--- src/rtl/uart_rx_fifo.sv ---
// Receive-side byte buffer behind the UART receiver.
// First-word-fall-through FIFO. The head byte is presented on o_Data whenever
// o_Data_Valid is high, and the consumer takes it with i_Data_Ready.
// Bytes that arrive while the FIFO is full, and that are not covered by a
// same-cycle pop, are dropped. A dropped byte sets a sticky overflow flag.
// The block also keeps a running count of buffered end-of-line bytes, so that
// consumers can tell when a complete line is waiting.
module uart_rx_fifo #(
  parameter int         DEPTH_LOG2 = 4,
  parameter logic [7:0] EOL_BYTE   = 8'h0A
) (
  input  logic                  i_Clock,
  input  logic                  i_Rst_n,
  input  logic                  i_RX_DV,
  input  logic [7:0]            i_RX_Byte,
  output logic                  o_Data_Valid,
  output logic [7:0]            o_Data,
  input  logic                  i_Data_Ready,
  output logic [DEPTH_LOG2:0]   o_Count,
  output logic                  o_Full,
  output logic                  o_Empty,
  output logic                  o_Overflow,
  input  logic                  i_Clear_Ovf,
  output logic [DEPTH_LOG2:0]   o_Line_Count
);

  localparam int DEPTH = 1 << DEPTH_LOG2;
  localparam logic [DEPTH_LOG2:0] DEPTH_CNT = {1'b1, {DEPTH_LOG2{1'b0}}};

  // Storage and bookkeeping state
  logic [7:0]            mem_q [DEPTH];
  logic [DEPTH_LOG2-1:0] wr_ptr_q, wr_ptr_d;
  logic [DEPTH_LOG2-1:0] rd_ptr_q, rd_ptr_d;
  logic [DEPTH_LOG2:0]   count_q, count_d;
  logic [DEPTH_LOG2:0]   line_q, line_d;
  logic                  ovf_q, ovf_d;

  // Per-cycle decode
  logic       full;
  logic       empty;
  logic [7:0] head;
  logic       pop;
  logic       push;
  logic       drop;
  logic       eol_push;
  logic       eol_pop;

  // Status and handshake decode. Flags come from registered state only; the
  // input strobes only qualify the push/pop/drop events.
  always_comb begin
    full     = (count_q == DEPTH_CNT);
    empty    = (count_q == '0);
    head     = mem_q[rd_ptr_q];
    pop      = !empty && i_Data_Ready;
    // A pop in the same cycle frees a slot, so a full FIFO still takes the byte.
    push     = i_RX_DV && (!full || pop);
    drop     = i_RX_DV && full && !pop;
    eol_push = push && (i_RX_Byte == EOL_BYTE);
    eol_pop  = pop && (head == EOL_BYTE);
  end

  // Next-state computation for pointers, occupancy, line count and overflow
  always_comb begin
    wr_ptr_d = wr_ptr_q;
    rd_ptr_d = rd_ptr_q;
    count_d  = count_q;
    line_d   = line_q;
    ovf_d    = ovf_q;

    if (push) begin
      wr_ptr_d = wr_ptr_q + 1'b1;
    end
    if (pop) begin
      rd_ptr_d = rd_ptr_q + 1'b1;
    end

    case ({push, pop})
      2'b10:   count_d = count_q + 1'b1;
      2'b01:   count_d = count_q - 1'b1;
      default: count_d = count_q;
    endcase

    // An EOL entering and another leaving in the same cycle cancel out.
    case ({eol_push, eol_pop})
      2'b10:   line_d = line_q + 1'b1;
      2'b01:   line_d = line_q - 1'b1;
      default: line_d = line_q;
    endcase

    // A drop wins over a same-cycle clear, so a loss is never hidden.
    if (drop) begin
      ovf_d = 1'b1;
    end else if (i_Clear_Ovf) begin
      ovf_d = 1'b0;
    end
  end

  // Control state registers, cleared by the asynchronous reset
  always_ff @(posedge i_Clock or negedge i_Rst_n) begin
    if (!i_Rst_n) begin
      wr_ptr_q <= '0;
      rd_ptr_q <= '0;
      count_q  <= '0;
      line_q   <= '0;
      ovf_q    <= 1'b0;
    end else begin
      wr_ptr_q <= wr_ptr_d;
      rd_ptr_q <= rd_ptr_d;
      count_q  <= count_d;
      line_q   <= line_d;
      ovf_q    <= ovf_d;
    end
  end

  // Byte storage. It has no reset; a cleared count makes old contents invisible.
  always_ff @(posedge i_Clock) begin
    if (push) begin
      mem_q[wr_ptr_q] <= i_RX_Byte;
    end
  end

  assign o_Data_Valid = !empty;
  assign o_Data       = empty ? 8'h00 : head;
  assign o_Count      = count_q;
  assign o_Full       = full;
  assign o_Empty      = empty;
  assign o_Overflow   = ovf_q;
  assign o_Line_Count = line_q;

endmodule

--- config.mk ---
export PLATFORM = sky130hd
export DESIGN_NAME = uart_rx_fifo
export DESIGN_NICKNAME = d
export VERILOG_FILES = /design/src/rtl/uart_rx_fifo.sv
export SDC_FILE = /design/constraint.sdc
export NUM_CORES = 1
export LEC_CHECK = 0
export CORE_MARGIN = 1.5
export CORE_UTILIZATION = 64
export DETAILED_ROUTE_END_ITERATION = 12
export PLACE_DENSITY = 0.85
export SLEW_MARGIN = 20
export SYNTH_ARGS = -nofsm -noshare
export SYNTH_HDL_FRONTEND = slang
export SYNTH_SLANG_ARGS = --single-unit
--- constraint.sdc ---
create_clock -name i_Clock -period 5.15 [get_ports i_Clock]
set_input_delay 1.03 -clock i_Clock [delete_from_list [all_inputs] [get_ports i_Clock]]
set_output_delay 1.03 -clock i_Clock [all_outputs]
set_load 0.01 [all_outputs]
# Word-level counts from Yosys, hierarchy flattened
# Memory sizes are Yosys's and may differ from the RTL's.
# Cells that the tools add are included.
# totals
ff_bits	19
ram_bits	128
wordCells	40
n_memories	1
# op_classes
n_addsub	6
eq_ne	7
muxes	7
reduce_logical	14
# memory_table
memory	words	word_bits	rd	rd_clocked_by_memory_dff	wr	line	text
mem_q	16	8	1	0	1	31	logic [7:0] mem_q [DEPTH];
# ops
operator	count
$pmux 5 s2	2
$eq 8x4->1 const B	2
$add 5x1->5 const B	2
$sub 5x1->5 const B	2
$add 4x1->4 const B	2
$mux 8	1
$logic_and 1x1->1	6
$reduce_bool 2->1	3
$eq 5x5->1 const B	1
$logic_not 5->1	1
$eq 2x1->1 const B	2
$eq 2x2->1 const B	2
$mux 1	4
$logic_not 1->1	3
$logic_or 1x1->1	1

# Depth between registers and ports, before layout
# Gate-level depths: netlist of the first run.
# depth
word_depth	8
ltp_mapped	15

# Least setup slack after synthesis of the first run
# Ideal clock, no wire load.
# synth_path
kind	reg2reg
start	register rd_ptr_q[0]
end	register line_q[4], in the netlist o_Line_Count[4]
arrival_time_ps	3042
slack_ps	2029
stages_incl_launch_ff	14
path_buffers	1
period_less_slack_ps	3121
path_cell_list	dfrtp_1 -> clkbuf_4 -> mux4_1 -> o22ai_1 -> o22ai_1 -> nor3_2 -> ha_1 -> inv_1 -> fa_1 -> nor2b_1 -> o21ai_0 -> and3_1 -> nor3_1 -> xor2_1
# synth_via
elab_chain_len	5
word_cells_on_any_way	7
# synth_rtl
item	line	text
start, declared	33	logic [DEPTH_LOG2-1:0] rd_ptr_q, rd_ptr_d;
start signal, assigned	108	rd_ptr_q <= rd_ptr_d;
$mem_v2 16x8 (*)	n/a	
$eq 8x4->1 (*)	59	eol_pop = pop && (head == EOL_BYTE);
$logic_and 1x1->1 (*)	59	
$eq 2x1->1 / $eq 2x2->1 (equally long branches)	84	case ({eol_push, eol_pop})
$pmux 5 s2 / $reduce_bool 2->1 (equally long branches)	n/a	
end signal, assigned	110	line_q <= line_d;
end, declared	35	logic [DEPTH_LOG2:0] line_q, line_d;
# Every way passes the cells marked *; elsewhere a longest branch is shown, timed or not.
# A chain may end at the register's enable or synchronous reset.

# Final worst setup path of the first run
# layout_path
start	register rd_ptr_q[0]
end	output o_Data[4]
# layout_via
elab_chain_len	2
# layout_rtl
item	line	text
$mem_v2 16x8	n/a	
$mux 8	123	assign o_Data = empty ? 8'h00 : head;
end, declared	17	output logic [7:0] o_Data,
# No other way between the ends.

==> impl_table.tex, run 1 <==
\begin{tabular}{lr}
\hline
Metric & Value \\
\hline
\multicolumn{2}{l}{\textbf{Synth}} \\
Number of enable-type register cells in the synthesized netlist & 128 \\
Sequential cell area fraction in the yosys report & 70.0\% \\
Synth Net Count & 373 \\
Netlist area before placement & 6170 um\^{}2 \\
Syn\_area\_per\_cell & 17.8 um\^{}2 \\
Number of library cell types mapped by synthesis & 42 \\
Dominant synthesized flop cell & sky130\_fd\_sc\_hd\_\_edfxtp\_1 \\
Number of synthesized register bits & 147 \\
Instance count of the mapped netlist & 346 \\
Async set or reset register ratio after synthesis & 12.9\% \\
Yosys warnings & 0 \\
\multicolumn{2}{l}{\textbf{Floorplanning}} \\
Die height & 101 um \\
Floorplan core area & 9280 um\^{}2 \\
Number of placement rows & 35 \\
Chip Width & 101 um \\
Die area & 10200 um\^{}2 \\
Number of placed I/O pins & 35 \\
Starting density of the core & 66.5\% \\
\multicolumn{2}{l}{\textbf{Power}} \\
Static leakage & 2.54 nW \\
Maximum ir drop on the vdd rail & 0.000379 V \\
Total power after layout & 4.15 mW \\
Cell Pwr Density & 570 nW/um\^{}2 \\
\multicolumn{2}{l}{\textbf{Placed design}} \\
Number of input and output port buffers inserted & 34 \\
GPL Wtd Cong & 0.842 \\
DP HPWL & 8.09 mm \\
Total cell area at the placement stage & 6660 um\^{}2 \\
Number of placed cells counting well taps & 503 \\
\multicolumn{2}{l}{\textbf{Setup path}} \\
Critical path fanouts, max & 23 \\
Category of the critical setup timing path & flop to primary output \\
Critical-path cell list & buf\_4 -> mux4\_1 -> o22ai\_1 -> nor3\_1 -> clkdlybuf4s50\_1 \\
Critical Path AT & 3.20 ns \\
Library cell contributing the largest single delay on the critical path & sky130\_fd\_sc\_hd\_\_dfrtp\_2 \\
Crit path required time & 4.12 ns \\
Critical path capture point type & primary output \\
Delay of the slowest cell on the worst path & 0.85 ns \\
Crit path launch type & flop \\
\multicolumn{2}{l}{\textbf{Routing}} \\
Remaining DRCs & 0 \\
Detail-routed via count per cell & 6.28 \\
Via count & 3360 \\
Routed length per placed instance & 24.0 um \\
Total iterations of the first detailed-routing run & 5 \\
Number of nets still failing antenna checks after routing & 0 \\
Detailed Route WL & 12.8 mm \\
First-iteration detailed-routing DRC count & 398 \\
\multicolumn{2}{l}{\textbf{Run status}} \\
Result of the run & finished clean \\
\multicolumn{2}{l}{\textbf{Layout}} \\
Final net count & 420 \\
Number of standard cells in the final layout excluding fillers & 535 \\
Footprint of the multi-input gates & 1720 um\^{}2 \\
Fraction of layout instances using a drive strength above 1 & 17.5\% \\
Combined flip-flop and latch cell area & 4320 um\^{}2 \\
Diodes inserted & 0 \\
Final core occ & 78.4\% \\
Final instance area & 7270 um\^{}2 \\
Fillers & 517 \\
Growth of design area from synthesis to finish & 17.9\% \\
\multicolumn{2}{l}{\textbf{STA}} \\
Number of endpoints failing setup at the final stage & 0 \\
Final cycle utilization of the critical path & 82.1\% \\
Fin. max-slew vios & 0 \\
Final Hold Violating Endpoints & 0 \\
Setup tns final & 0 ns \\
RSZ-0062 raised after global routing & false \\
Minimum period implied by the final worst setup slack & 4.23 ns \\
Normalized max-slew margin & 34.3\% \\
Final worst clock skew & 0.00799 ns \\
Transition time at the pin with the least slew margin & 0.986 ns \\
Max Clk Rate & 0.236 GHz \\
\multicolumn{2}{l}{\textbf{Clock tree}} \\
Worst-Skew Late Latency & 0.53 ns \\
Number of buffers inserted during clock tree synthesis & 17 \\
Post-CTS clock slew at the launch and capture registers of the worst setup and hold paths & 0.06 ns \\
Clock tree root buffer cell & sky130\_fd\_sc\_hd\_\_clkbuf\_8 \\
Clk sinks & 147 \\
Number of buffers on the longest clock path & 2 \\
CTS tree & built \\
Number of gates resized after cts & 0 \\
Count of hold buffers inserted by post-cts repair & 0 \\
Maximum level of the CTS H-tree & 4 \\
Post-CTS setup-driven buffer insertion count & 0 \\
\multicolumn{2}{l}{\textbf{Global route}} \\
Total congestion overflow after global routing & 0 \\
Antenna violations before repair & 0 \\
Pin count of the biggest net entering global routing & 24 \\
Via count of the first global-routing pass & 3524 \\
Global routing usage summed across all routing layers & 27.6\% \\
Wire length of the first global-routing pass & 19.5 mm \\
\multicolumn{2}{l}{\textbf{Job}} \\
Max-cap violations & 0 \\
\multicolumn{2}{l}{\textbf{Hold path}} \\
Hold WC Path Type & flop to flop \\
\hline
\end{tabular}
-- worst paths after layout --
path	slack (ns)	cells past startpoint	end	from
setup / recovery	0.92	5	o_Data[4]	rd_ptr_q[0]
hold / removal	0.51	1	o_Line_Count[4]	o_Line_Count[4]
setup reg to reg	0.96	13	o_Line_Count[4]	rd_ptr_q[0]
hold reg to reg	0.51	1	o_Line_Count[4]	o_Line_Count[4]
max in group asynchronous	3.53	1	rd_ptr_q[0]	i_Rst_n
min in group asynchronous	1.01	1	o_Line_Count[3]	i_Rst_n
-- logic make-up after synthesis --
group	Yosys count	synth area share [%]
xor gates and xnor gates	14	1.99
adders and majority gates	14	3.08
muxes	39	13.7
buffers and inverters	29	2.15
and+or+nand+nor	74	6.02
AOI/OAI and AO/OA	29	3.10
DFF	147	70.0
-- cell usage in the layout, fill, tap and decap left out, types with 4 or more instances in the layout --
cell                              count
sky130_fd_sc_hd__ha_1                12
sky130_fd_sc_hd__mux2i_1              4
sky130_fd_sc_hd__nand2_1             20
sky130_fd_sc_hd__dfrtp_1             18
sky130_fd_sc_hd__xor2_1               4
sky130_fd_sc_hd__clkdlybuf4s50_1     34
sky130_fd_sc_hd__buf_4                8
sky130_fd_sc_hd__nor3_1               8
sky130_fd_sc_hd__inv_1               15
sky130_fd_sc_hd__xnor2_1             10
sky130_fd_sc_hd__bufinv_16            4
sky130_fd_sc_hd__o22ai_1              7
sky130_fd_sc_hd__clkbuf_16           16
sky130_fd_sc_hd__nor2_1              18
sky130_fd_sc_hd__edfxtp_1           128
sky130_fd_sc_hd__inv_6                4
sky130_fd_sc_hd__a21oi_1              4
sky130_fd_sc_hd__mux4_2              21
sky130_fd_sc_hd__a22oi_1              4
sky130_fd_sc_hd__o21ai_0              5
sky130_fd_sc_hd__nand3_1              7
sky130_fd_sc_hd__mux4_1              11
sky130_fd_sc_hd__nand2b_1             4
sky130_fd_sc_hd__clkinvlp_4           4
-- power by group --
part	leakage (nW)	internal (mW)	total, mW	switching [mW]
combinational	0.863	0.630	1.17	0.544
clock	0.289	0.792	1.28	0.486
sequential	1.39	1.46	1.69	0.236
-- through the flow --
step	hold slack [ns]	setup slack (ns)
4_1_cts	0.521	0.894
5_1_grt	0.534	0.763
6_report	0.514	0.920
2_1_floorplan	0.504	2.03
3_3_place_gp	0.471	1.20
3_5_place_dp	0.506	0.986
-- cell usage after synthesis, drive strengths merged (6+ instances only) --
cell,instances,area share [%]
nand3,7,0.57
buf,8,0.81
xnor2,10,1.4
nand2,21,1.4
o21ai,6,0.55
inv,15,0.91
nor3,9,0.81
edfxtp,128,62
mux4,32,12
dfrtp,19,7.7
o22ai,7,0.71
nor2,18,1.1
clkbuf,6,0.43
ha,12,2.4
-- worst max-delay path: cells and delay by family (launching register included) --
kind / cells / cell delay, ns
AOI/OAI and AO/OA: 1 / 0.28
buffers and inverters: 2 / 0.87
DFF: 1 / 0.85
muxes: 1 / 0.56
and+or+nand+nor: 1 / 0.10
-- layout make-up --
class | count | share of cell area [%]
inverter | 15 | 0.774
timing repair buffer | 42 | 5.50
sequential | 147 | 59.4
clock buffer | 18 | 5.74
multi-input combinational | 170 | 23.6
clock inverter | 14 | 2.73
tap | 129 | 2.22
-- state kept, by name, indices dropped and copies added (netlist names) --
signal	cells
mem_q	128
o_Count	5
o_Line_Count	5
rd_ptr_q	4
wr_ptr_q	4
o_Overflow	1
-- layer usage --
layer,up-vias,track usage (%),routed length [um]
met1,1709,32.8,4580
met5,-,0,0
li1,1459,-,-
met2,171,48.5,6860
met4,0,11.6,227
met3,21,6.83,1150
Power figures use the tool's default switching activity.
==> run 2: changes to the inputs <==
--- a/config.mk
+++ b/config.mk
@@ -6,9 +6,9 @@
 export NUM_CORES = 1
 export LEC_CHECK = 0
 export CORE_MARGIN = 1.5
-export CORE_UTILIZATION = 64
+export CORE_UTILIZATION = 53
 export DETAILED_ROUTE_END_ITERATION = 12
-export PLACE_DENSITY = 0.85
+export PLACE_DENSITY = 0.75
 export SLEW_MARGIN = 20
 export SYNTH_ARGS = -nofsm -noshare
 export SYNTH_HDL_FRONTEND = slang
==> constraint.sdc (replaced) <==
create_clock -name i_Clock -period 3.5 [get_ports i_Clock]
set_input_delay 0.7 -clock i_Clock [delete_from_list [all_inputs] [get_ports i_Clock]]
set_output_delay 0.7 -clock i_Clock [all_outputs]
set_load 0.01 [all_outputs]
==> impl_table.tex, run 2 (synthesis results as in run 1) <==
\begin{tabular}{lr}
\hline
Metric & Value \\
\hline
\multicolumn{2}{l}{\textbf{Layout}} \\
Growth of design area from synthesis to finish & 25.1\% \\
Final core occ & 67.9\% (-10 points) \\
Fraction of layout instances using a drive strength above 1 & 30.3\% (+13 points) \\
Final net count & 466 (+11\%) \\
Combined flip-flop and latch cell area & 4320 um\^{}2 (about the same) \\
Most common library cell in the layout ignoring fill and taps & sky130\_fd\_sc\_hd\_\_edfxtp\_1 \\
Number of standard cells in the final layout excluding fillers & 595 (+11\%) \\
Number of flip-flops in the largest register & 128 (unchanged) \\
Footprint of the multi-input gates & 1780 um\^{}2 (+3.8\%) \\
Fillers & 733 (+42\%) \\
Top reg by flops & mem\_q \\
Commonest cells after routing, fill and taps aside & sky130\_fd\_sc\_hd\_\_edfxtp\_1 (128), sky130\_fd\_sc\_hd\_\_buf\_4 (52), sky130\_fd\_sc\_hd\_\_clkdlybuf4s50\_1 (34), sky130\_fd\_sc\_hd\_\_mux4\_2 (23) \\
Diodes inserted & 0 (unchanged) \\
\multicolumn{2}{l}{\textbf{Routing}} \\
Via count & 3519 (+4.7\%) \\
Met3 WL & 871 um (-24\%) \\
Total iterations of the first detailed-routing run & 5 (unchanged) \\
Detail-routed via count per cell & 5.91 (-5.8\%) \\
Routed length per placed instance & 22.8 um (-5.0\%) \\
Met2 layer wire length in the routed design & 6.62 mm (-3.5\%) \\
Number of nets still failing antenna checks after routing & 0 (unchanged) \\
Detailed Route WL & 13.5 mm (+5.7\%) \\
Highest routing layer actually used & met4 \\
Remaining DRCs & 0 (unchanged) \\
First-iteration detailed-routing DRC count & 436 (+9.5\%) \\
Sum of routed wire segments on met1 & 5.74 mm (+26\%) \\
\multicolumn{2}{l}{\textbf{Setup path}} \\
Library cell contributing the largest single delay on the critical path & sky130\_fd\_sc\_hd\_\_mux4\_1 \\
Delay of the slowest cell on the worst path & 0.60 ns (-0.25 ns) \\
Family with the most delay on the worst path & compound AO/OA/AOI/OAI gates \\
Stages on the worst setup path & 15 (+10) \\
Buffer and inverter count on the worst path & 4 (+2) \\
Crit path launch type & flop \\
Critical-path cell list & buf\_4 -> mux4\_1 -> a22oi\_2 -> nand3\_1 -> nand4\_1 -> nor3\_2 -> ha\_2 -> buf\_4 -> buf\_4 -> buf\_4 -> ha\_1 -> a21o\_1 -> a21oi\_2 -> xor2\_1 -> o21ai\_0 \\
Capture point of the critical path & o\_Line\_Count[3] \\
Critical path fanouts, max & 6 (-74\%) \\
Most frequent cell on the critical path & sky130\_fd\_sc\_hd\_\_buf\_4 \\
Category of the critical setup timing path & flop to flop \\
Crit path required time & 3.79 ns (-0.33 ns) \\
Worst setup slack for register-to-register paths & 0.11 ns (-0.85 ns) \\
Critical path capture point type & flop \\
Worst r2r path cells & 15 (+2) \\
Critical Path AT & 3.68 ns (+0.48 ns) \\
Worst R2R End & o\_Line\_Count[3] \\
Reg-to-reg startpoint & rd\_ptr\_q[0] \\
Critical Path Start & rd\_ptr\_q[0] \\
\multicolumn{2}{l}{\textbf{Clock tree}} \\
Post-CTS clock slew at the launch and capture registers of the worst setup and hold paths & 0.06 ns (about the same) \\
Maximum level of the CTS H-tree & 4 (unchanged) \\
Worst-Skew Late Latency & 0.42 ns (-0.11 ns) \\
Number of buffers on the longest clock path & 2 (unchanged) \\
CTS tree & built \\
Clock tree root buffer cell & sky130\_fd\_sc\_hd\_\_clkbuf\_16 \\
Number of buffers inserted during clock tree synthesis & 17 (unchanged) \\
Clk sinks & 147 (unchanged) \\
\multicolumn{2}{l}{\textbf{STA}} \\
Minimum period implied by the final worst setup slack & 3.39 ns \\
Max Clk Rate & 0.295 GHz \\
Fin. max-slew vios & 0 (unchanged) \\
Normalized max-slew margin & 37.2\% (+2.9 points) \\
Final cycle utilization of the critical path & 97.0\% \\
Transition time at the pin with the least slew margin & 0.939 ns (-0.0462 ns) \\
Final worst clock skew & 0.0113 ns (+0.00327 ns) \\
Final Hold Violating Endpoints & 0 (unchanged) \\
Worst-case hold slack & 0.507 ns (-0.00703 ns) \\
Number of endpoints failing setup at the final stage & 0 (unchanged) \\
\multicolumn{2}{l}{\textbf{Global route}} \\
Global routing usage summed across all routing layers & 23.6\% (-4.0 points) \\
Wire length of the first global-routing pass & 21.1 mm (+8.1\%) \\
Pin count of the biggest net entering global routing & 22 (-8.3\%) \\
Total congestion overflow after global routing & 0 (unchanged) \\
Via count of the first global-routing pass & 3645 (+3.4\%) \\
Antenna violations before repair & 0 (unchanged) \\
\multicolumn{2}{l}{\textbf{Floorplanning}} \\
Die height & 111 um (+9.6\%) \\
Chip Width & 111 um (+9.6\%) \\
Number of placement rows & 39 (+11\%) \\
Floorplan core area & 11400 um\^{}2 (+22\%) \\
Number of placed I/O pins & 35 (unchanged) \\
Starting density of the core & 54.3\% (-12 points) \\
Die area & 12300 um\^{}2 (+20\%) \\
\multicolumn{2}{l}{\textbf{Placed design}} \\
GPL Wtd Cong & 0.860 (+2.2\%) \\
Number of input and output port buffers inserted & 34 (unchanged) \\
Number of placed cells counting well taps & 550 (+9.3\%) \\
DP HPWL & 8.78 mm (+8.5\%) \\
\multicolumn{2}{l}{\textbf{Power}} \\
Cell Pwr Density & 826 nW/um\^{}2 (+45\%) \\
Maximum ir drop on the vdd rail & 0.000413 V (+8.9\%) \\
Static leakage & 2.80 nW (+10\%) \\
\multicolumn{2}{l}{\textbf{Hold path}} \\
Hold WC Path Type & flop to flop \\
\multicolumn{2}{l}{\textbf{Run status}} \\
Result of the run & finished clean \\
\multicolumn{2}{l}{\textbf{Job}} \\
Max-cap violations & 0 (unchanged) \\
\hline
\end{tabular}
-- run 2: changes by cell type in the layout (fill, tap and decap cells not counted), sizes merged --
cell / change
clkinvlp: -4
clkbuf: +5
bufinv: -3
clkinv: +3
buf: +46
inv: -1
-- run 2: what timing repair did --
item / 4_1_cts / 5_1_grt
gates cloned: 0 / 0
resized for setup: 7 / 16
hold buffers: 0 / 0
endpoints found under the setup margin: 1 / 2
setup buffers: 5 / 9
pin swaps: 3 / 4
-- run 2: area by class of cell --
cell class | count | area share (%)
clock buffers | 23 | 6.76
clock inverters | 9 | 1.12
inverters | 15 | 0.729
multi-input cells | 170 | 23.1
flip-flops and latches | 147 | 56.0
well taps | 143 | 2.32
repair buffers | 88 | 9.98
-- run 2: report_power, final --
group | switching [mW] | leakage, nW | total, mW | internal, mW
sequential | 0.208 | 1.39 | 2.36 | 2.15
combinational | 1.02 | 1.11 | 2.20 | 1.18
clock | 0.692 | 0.304 | 1.82 | 1.13
total | 1.92 | 2.80 | 6.37 | 4.45
-- run 2: routing by layer --
metal,vias up,track usage [%]
li1,1549,-
met1,1803,33.3
met2,144,35.8
met3,23,5.47
met4,0,10.3
met5,-,0
-- run 2: through the flow --
| step | TNS [ns] | power [mW] | worst slack (ns) | instance area [um^2] |
|---|---|---|---|---|
| 3_5_place_dp | -0.170 | 4.36 | -0.170 | 6950 |
| 4_1_cts | 0 | 6.27 | 0.00644 | 7620 |
| 2_1_floorplan | 0 | 3.57 | 0.379 | 6170 |
| 5_1_grt | -0.0671 | 6.66 | -0.0436 | 7720 |
| 3_3_place_gp | -0.0869 | 4.30 | -0.0869 | 6950 |
| 6_report | 0 | 6.37 | 0.106 | 7720 |
-- run 2: worst min path at each step --
stage                               start              end  cells after the start
after global routing      o_Line_Count[4]  o_Line_Count[4]                      1
after detailed placement  o_Line_Count[4]  o_Line_Count[4]                      1
after CTS                 o_Line_Count[4]  o_Line_Count[4]                      1
final                     o_Line_Count[4]  o_Line_Count[4]                      1
after global placement    o_Line_Count[4]  o_Line_Count[4]                      1
after floorplan                   i_Rst_n       o_Count[0]                      0
==> run 3: changes to the inputs <==
--- a/config.mk
+++ b/config.mk
@@ -5,8 +5,9 @@
 export SDC_FILE = /design/constraint.sdc
 export NUM_CORES = 1
 export LEC_CHECK = 0
-export CORE_MARGIN = 1.5
+export CORE_MARGIN = 2
 export CORE_UTILIZATION = 53
+export CTS_CLUSTER_SIZE = 25
 export DETAILED_ROUTE_END_ITERATION = 12
 export PLACE_DENSITY = 0.75
 export SLEW_MARGIN = 20
==> impl_table.tex, run 3 (synthesis results as in run 1) <==
\begin{tabular}{lr}
\hline
Metric & Value \\
\hline
\multicolumn{2}{l}{\textbf{Run status}} \\
Result of the run & finished clean \\
\multicolumn{2}{l}{\textbf{STA}} \\
Transition time at the pin with the least slew margin & 0.889 ns (-0.0502 ns) \\
Max Clk Rate & 0.290 GHz (-1.4\%) \\
Setup WS post-layout & 0.0564 ns (-0.0497 ns) \\
Minimum period implied by the final worst setup slack & 3.44 ns (+0.0497 ns) \\
Final Hold Violating Endpoints & 0 (unchanged) \\
RSZ-0062 raised after global routing & true \\
Number of endpoints failing setup at the final stage & 0 (unchanged) \\
Fin. max-slew vios & 0 (unchanged) \\
Final cycle utilization of the critical path & 98.4\% (+1.4 points) \\
Final worst clock skew & 0.00780 ns (-0.00346 ns) \\
Normalized max-slew margin & 40.5\% (+3.4 points) \\
\multicolumn{2}{l}{\textbf{Clock tree}} \\
Number of buffers inserted during clock tree synthesis & 17 (unchanged) \\
Clock tree root buffer cell & sky130\_fd\_sc\_hd\_\_clkbuf\_16 \\
Post-CTS clock slew at the launch and capture registers of the worst setup and hold paths & 0.06 ns (about the same) \\
Number of buffers on the longest clock path & 2 (unchanged) \\
CTS tree & built \\
Worst-Skew Late Latency & 0.42 ns (about the same) \\
Clk sinks & 147 (unchanged) \\
Maximum level of the CTS H-tree & 4 (unchanged) \\
\multicolumn{2}{l}{\textbf{Routing}} \\
Routed length per placed instance & 24.2 um (+6.2\%) \\
First-iteration detailed-routing DRC count & 377 (-14\%) \\
Remaining DRCs & 0 (unchanged) \\
Number of nets still failing antenna checks after routing & 0 (unchanged) \\
Via count & 3573 (+1.5\%) \\
Total iterations of the first detailed-routing run & 5 (unchanged) \\
Detail-routed via count per cell & 5.99 (+1.4\%) \\
Detailed Route WL & 14.4 mm (+6.4\%) \\
\multicolumn{2}{l}{\textbf{Power}} \\
Pint & 4.48 mW (+0.61\%) \\
Clk network pwr share & 26.2\% (-2.4 points) \\
Maximum ir drop on the vdd rail & 0.000502 V (+22\%) \\
Static leakage & 2.79 nW (-0.48\%) \\
Fraction of power spent switching nets & 31.0\% (+0.86 points) \\
Cell Pwr Density & 839 nW/um\^{}2 (+1.6\%) \\
Combinational cell fraction of total power & 37.3\% (+2.8 points) \\
Switching power & 2.01 mW (+4.8\%) \\
Seq pwr share & 36.5\% (-0.5 points) \\
\multicolumn{2}{l}{\textbf{Setup path}} \\
Reg-to-reg startpoint & rd\_ptr\_q[0] \\
Worst R2R End & o\_Line\_Count[4] \\
Critical path fanouts, max & 7 (+1) \\
Worst setup slack for register-to-register paths & 0.06 ns (-0.05 ns) \\
Category of the critical setup timing path & flop to flop \\
Critical Path AT & 3.78 ns (+0.10 ns) \\
Crit path launch type & flop \\
Worst r2r path cells & 15 (unchanged) \\
Crit path required time & 3.84 ns (+0.05 ns) \\
Critical path capture point type & flop \\
\multicolumn{2}{l}{\textbf{Layout}} \\
Diodes inserted & 0 (unchanged) \\
Fraction of layout instances using a drive strength above 1 & 31.1\% (+0.82 points) \\
Growth of design area from synthesis to finish & 25.5\% \\
Final net count & 467 (+0.21\%) \\
Final instance area & 7740 um\^{}2 (+0.28\%) \\
Top reg by flops & mem\_q \\
Number of flip-flops in the largest register & 128 (unchanged) \\
Fillers & 752 (+2.6\%) \\
Footprint of the multi-input gates & 1790 um\^{}2 (+0.35\%) \\
Commonest cells after routing, fill and taps aside & sky130\_fd\_sc\_hd\_\_edfxtp\_1 (128), sky130\_fd\_sc\_hd\_\_buf\_4 (45), sky130\_fd\_sc\_hd\_\_clkdlybuf4s50\_1 (34), sky130\_fd\_sc\_hd\_\_mux4\_2 (28), sky130\_fd\_sc\_hd\_\_nand2\_1 (20) \\
Combined flip-flop and latch cell area & 4320 um\^{}2 (unchanged) \\
Most common library cell in the layout ignoring fill and taps & sky130\_fd\_sc\_hd\_\_edfxtp\_1 \\
\multicolumn{2}{l}{\textbf{Placed design}} \\
DP HPWL & 8.95 mm (+2.0\%) \\
Number of input and output port buffers inserted & 34 (unchanged) \\
Total cell area at the placement stage & 6940 um\^{}2 (-0.11\%) \\
GPL Wtd Cong & 0.798 (-7.2\%) \\
Worst slack after detailed placement & -0.361 ns (-0.191 ns) \\
\multicolumn{2}{l}{\textbf{Global route}} \\
Via count of the first global-routing pass & 3690 (+1.2\%) \\
Global routing usage summed across all routing layers & 24.3\% (+0.67 points) \\
Pin count of the biggest net entering global routing & 20 (-9.1\%) \\
Antenna violations before repair & 0 (unchanged) \\
Total congestion overflow after global routing & 0 (unchanged) \\
Wire length of the first global-routing pass & 21.6 mm (+2.4\%) \\
\multicolumn{2}{l}{\textbf{Floorplanning}} \\
Die area & 12500 um\^{}2 (+1.8\%) \\
Starting density of the core & 54.3\% (unchanged) \\
Number of placed I/O pins & 35 (unchanged) \\
Die height & 112 um (+0.90\%) \\
Floorplan core area & 11400 um\^{}2 (unchanged) \\
Number of placement rows & 39 (unchanged) \\
Chip Width & 112 um (+0.90\%) \\
\multicolumn{2}{l}{\textbf{Hold path}} \\
Hold endpoint & o\_Line\_Count[4] \\
Number of instances on the worst hold path & 1 (unchanged) \\
Hold WC Path Type & flop to flop \\
Hold path start & o\_Line\_Count[4] \\
\multicolumn{2}{l}{\textbf{Job}} \\
Max-cap violations & 0 (unchanged) \\
\hline
\end{tabular}
run 3: cell types whose count changed in the layout (fill, tap and decap cells not counted), sizes merged:
| cell | previous run | this run |
|---|---|---|
| clkbuf | 23 | 20 |
| bufinv | 1 | 2 |
| clkinvlp | 0 | 3 |
| buf | 54 | 55 |
| clkinv | 5 | 7 |
| inv | 18 | 15 |
run 3: metrics by stage:
step | setup TNS, ns | instances | hold WS (ns) | util [%] | power (mW)
2_1_floorplan | 0 | 346 | 0.404 | - | 3.57
3_3_place_gp | -0.356 | 549 | 0.502 | 61.0 | 4.34
3_5_place_dp | -0.435 | 549 | 0.494 | 61.0 | 4.40
4_1_cts | 0 | 590 | 0.512 | 67.3 | 6.33
5_1_grt | -0.202 | 596 | 0.534 | 68.1 | 6.76
6_report | 0 | 596 | 0.508 | 68.1 | 6.49
run 3: how the worst max path moves through the flow:
stage / depth (start not counted) / start / end
6_report: 15 / rd_ptr_q[0] / o_Line_Count[4]
2_1_floorplan: 13 / rd_ptr_q[0] / o_Line_Count[4]
5_1_grt: 15 / rd_ptr_q[0] / o_Line_Count[4]
3_3_place_gp: 13 / i_Data_Ready / o_Line_Count[4]
4_1_cts: 6 / rd_ptr_q[0] / o_Data[3]
3_5_place_dp: 13 / i_Data_Ready / o_Line_Count[4]
run 3: power groups by stage:
| stage | logic [mW] | registers (mW) | clock network, mW |
|---|---|---|---|
| 4_1_cts | 2.25 | 2.37 | 1.71 |
| 3_3_place_gp | 1.96 | 2.38 | 0 |
| 3_5_place_dp | 2.01 | 2.39 | 0 |
| 5_1_grt | 2.57 | 2.39 | 1.80 |
| 6_report | 2.42 | 2.37 | 1.70 |
| 2_1_floorplan | 1.28 | 2.29 | 0 |
run 3: timing repair:
item,4_1_cts,5_1_grt
gates cloned,1,0
endpoints found under the setup margin,3,4
gates resized for setup,17,20
buffers inserted,8,7
pin swaps,4,16
hold buffers,0,0
run 3: worst max-delay path, stage by stage, from the launching register on:
cell	delay, ns
sky130_fd_sc_hd__dfrtp_2	0.48
sky130_fd_sc_hd__buf_4	0.24
sky130_fd_sc_hd__buf_6	0.15
sky130_fd_sc_hd__mux4_2	0.53
sky130_fd_sc_hd__a22oi_2	0.24
sky130_fd_sc_hd__nand3_1	0.11
sky130_fd_sc_hd__nand4_1	0.16
sky130_fd_sc_hd__nor3_4	0.06
sky130_fd_sc_hd__ha_2	0.22
sky130_fd_sc_hd__buf_4	0.13
sky130_fd_sc_hd__buf_4	0.13
sky130_fd_sc_hd__ha_1	0.30
sky130_fd_sc_hd__o21ai_1	0.09
sky130_fd_sc_hd__and3_1	0.18
sky130_fd_sc_hd__nor3_2	0.18
sky130_fd_sc_hd__xor2_1	0.16
run 3: layout make-up:
type	count	area share, %
clock buffers	20	5.64
clock inverters	12	1.49
flip-flops and latches	147	55.8
multi-input cells	170	23.1
repair buffers	89	10.9
inverters	15	0.727
well taps	143	2.31
run 3: metal layers:
layer	wire length (um)	track usage, %	vias to the layer above
met5	0	0	-
met4	449	10.9	0
met3	1200	7.35	35
met2	7230	38.1	200
met1	5540	31.7	1794
li1	-	-	1544
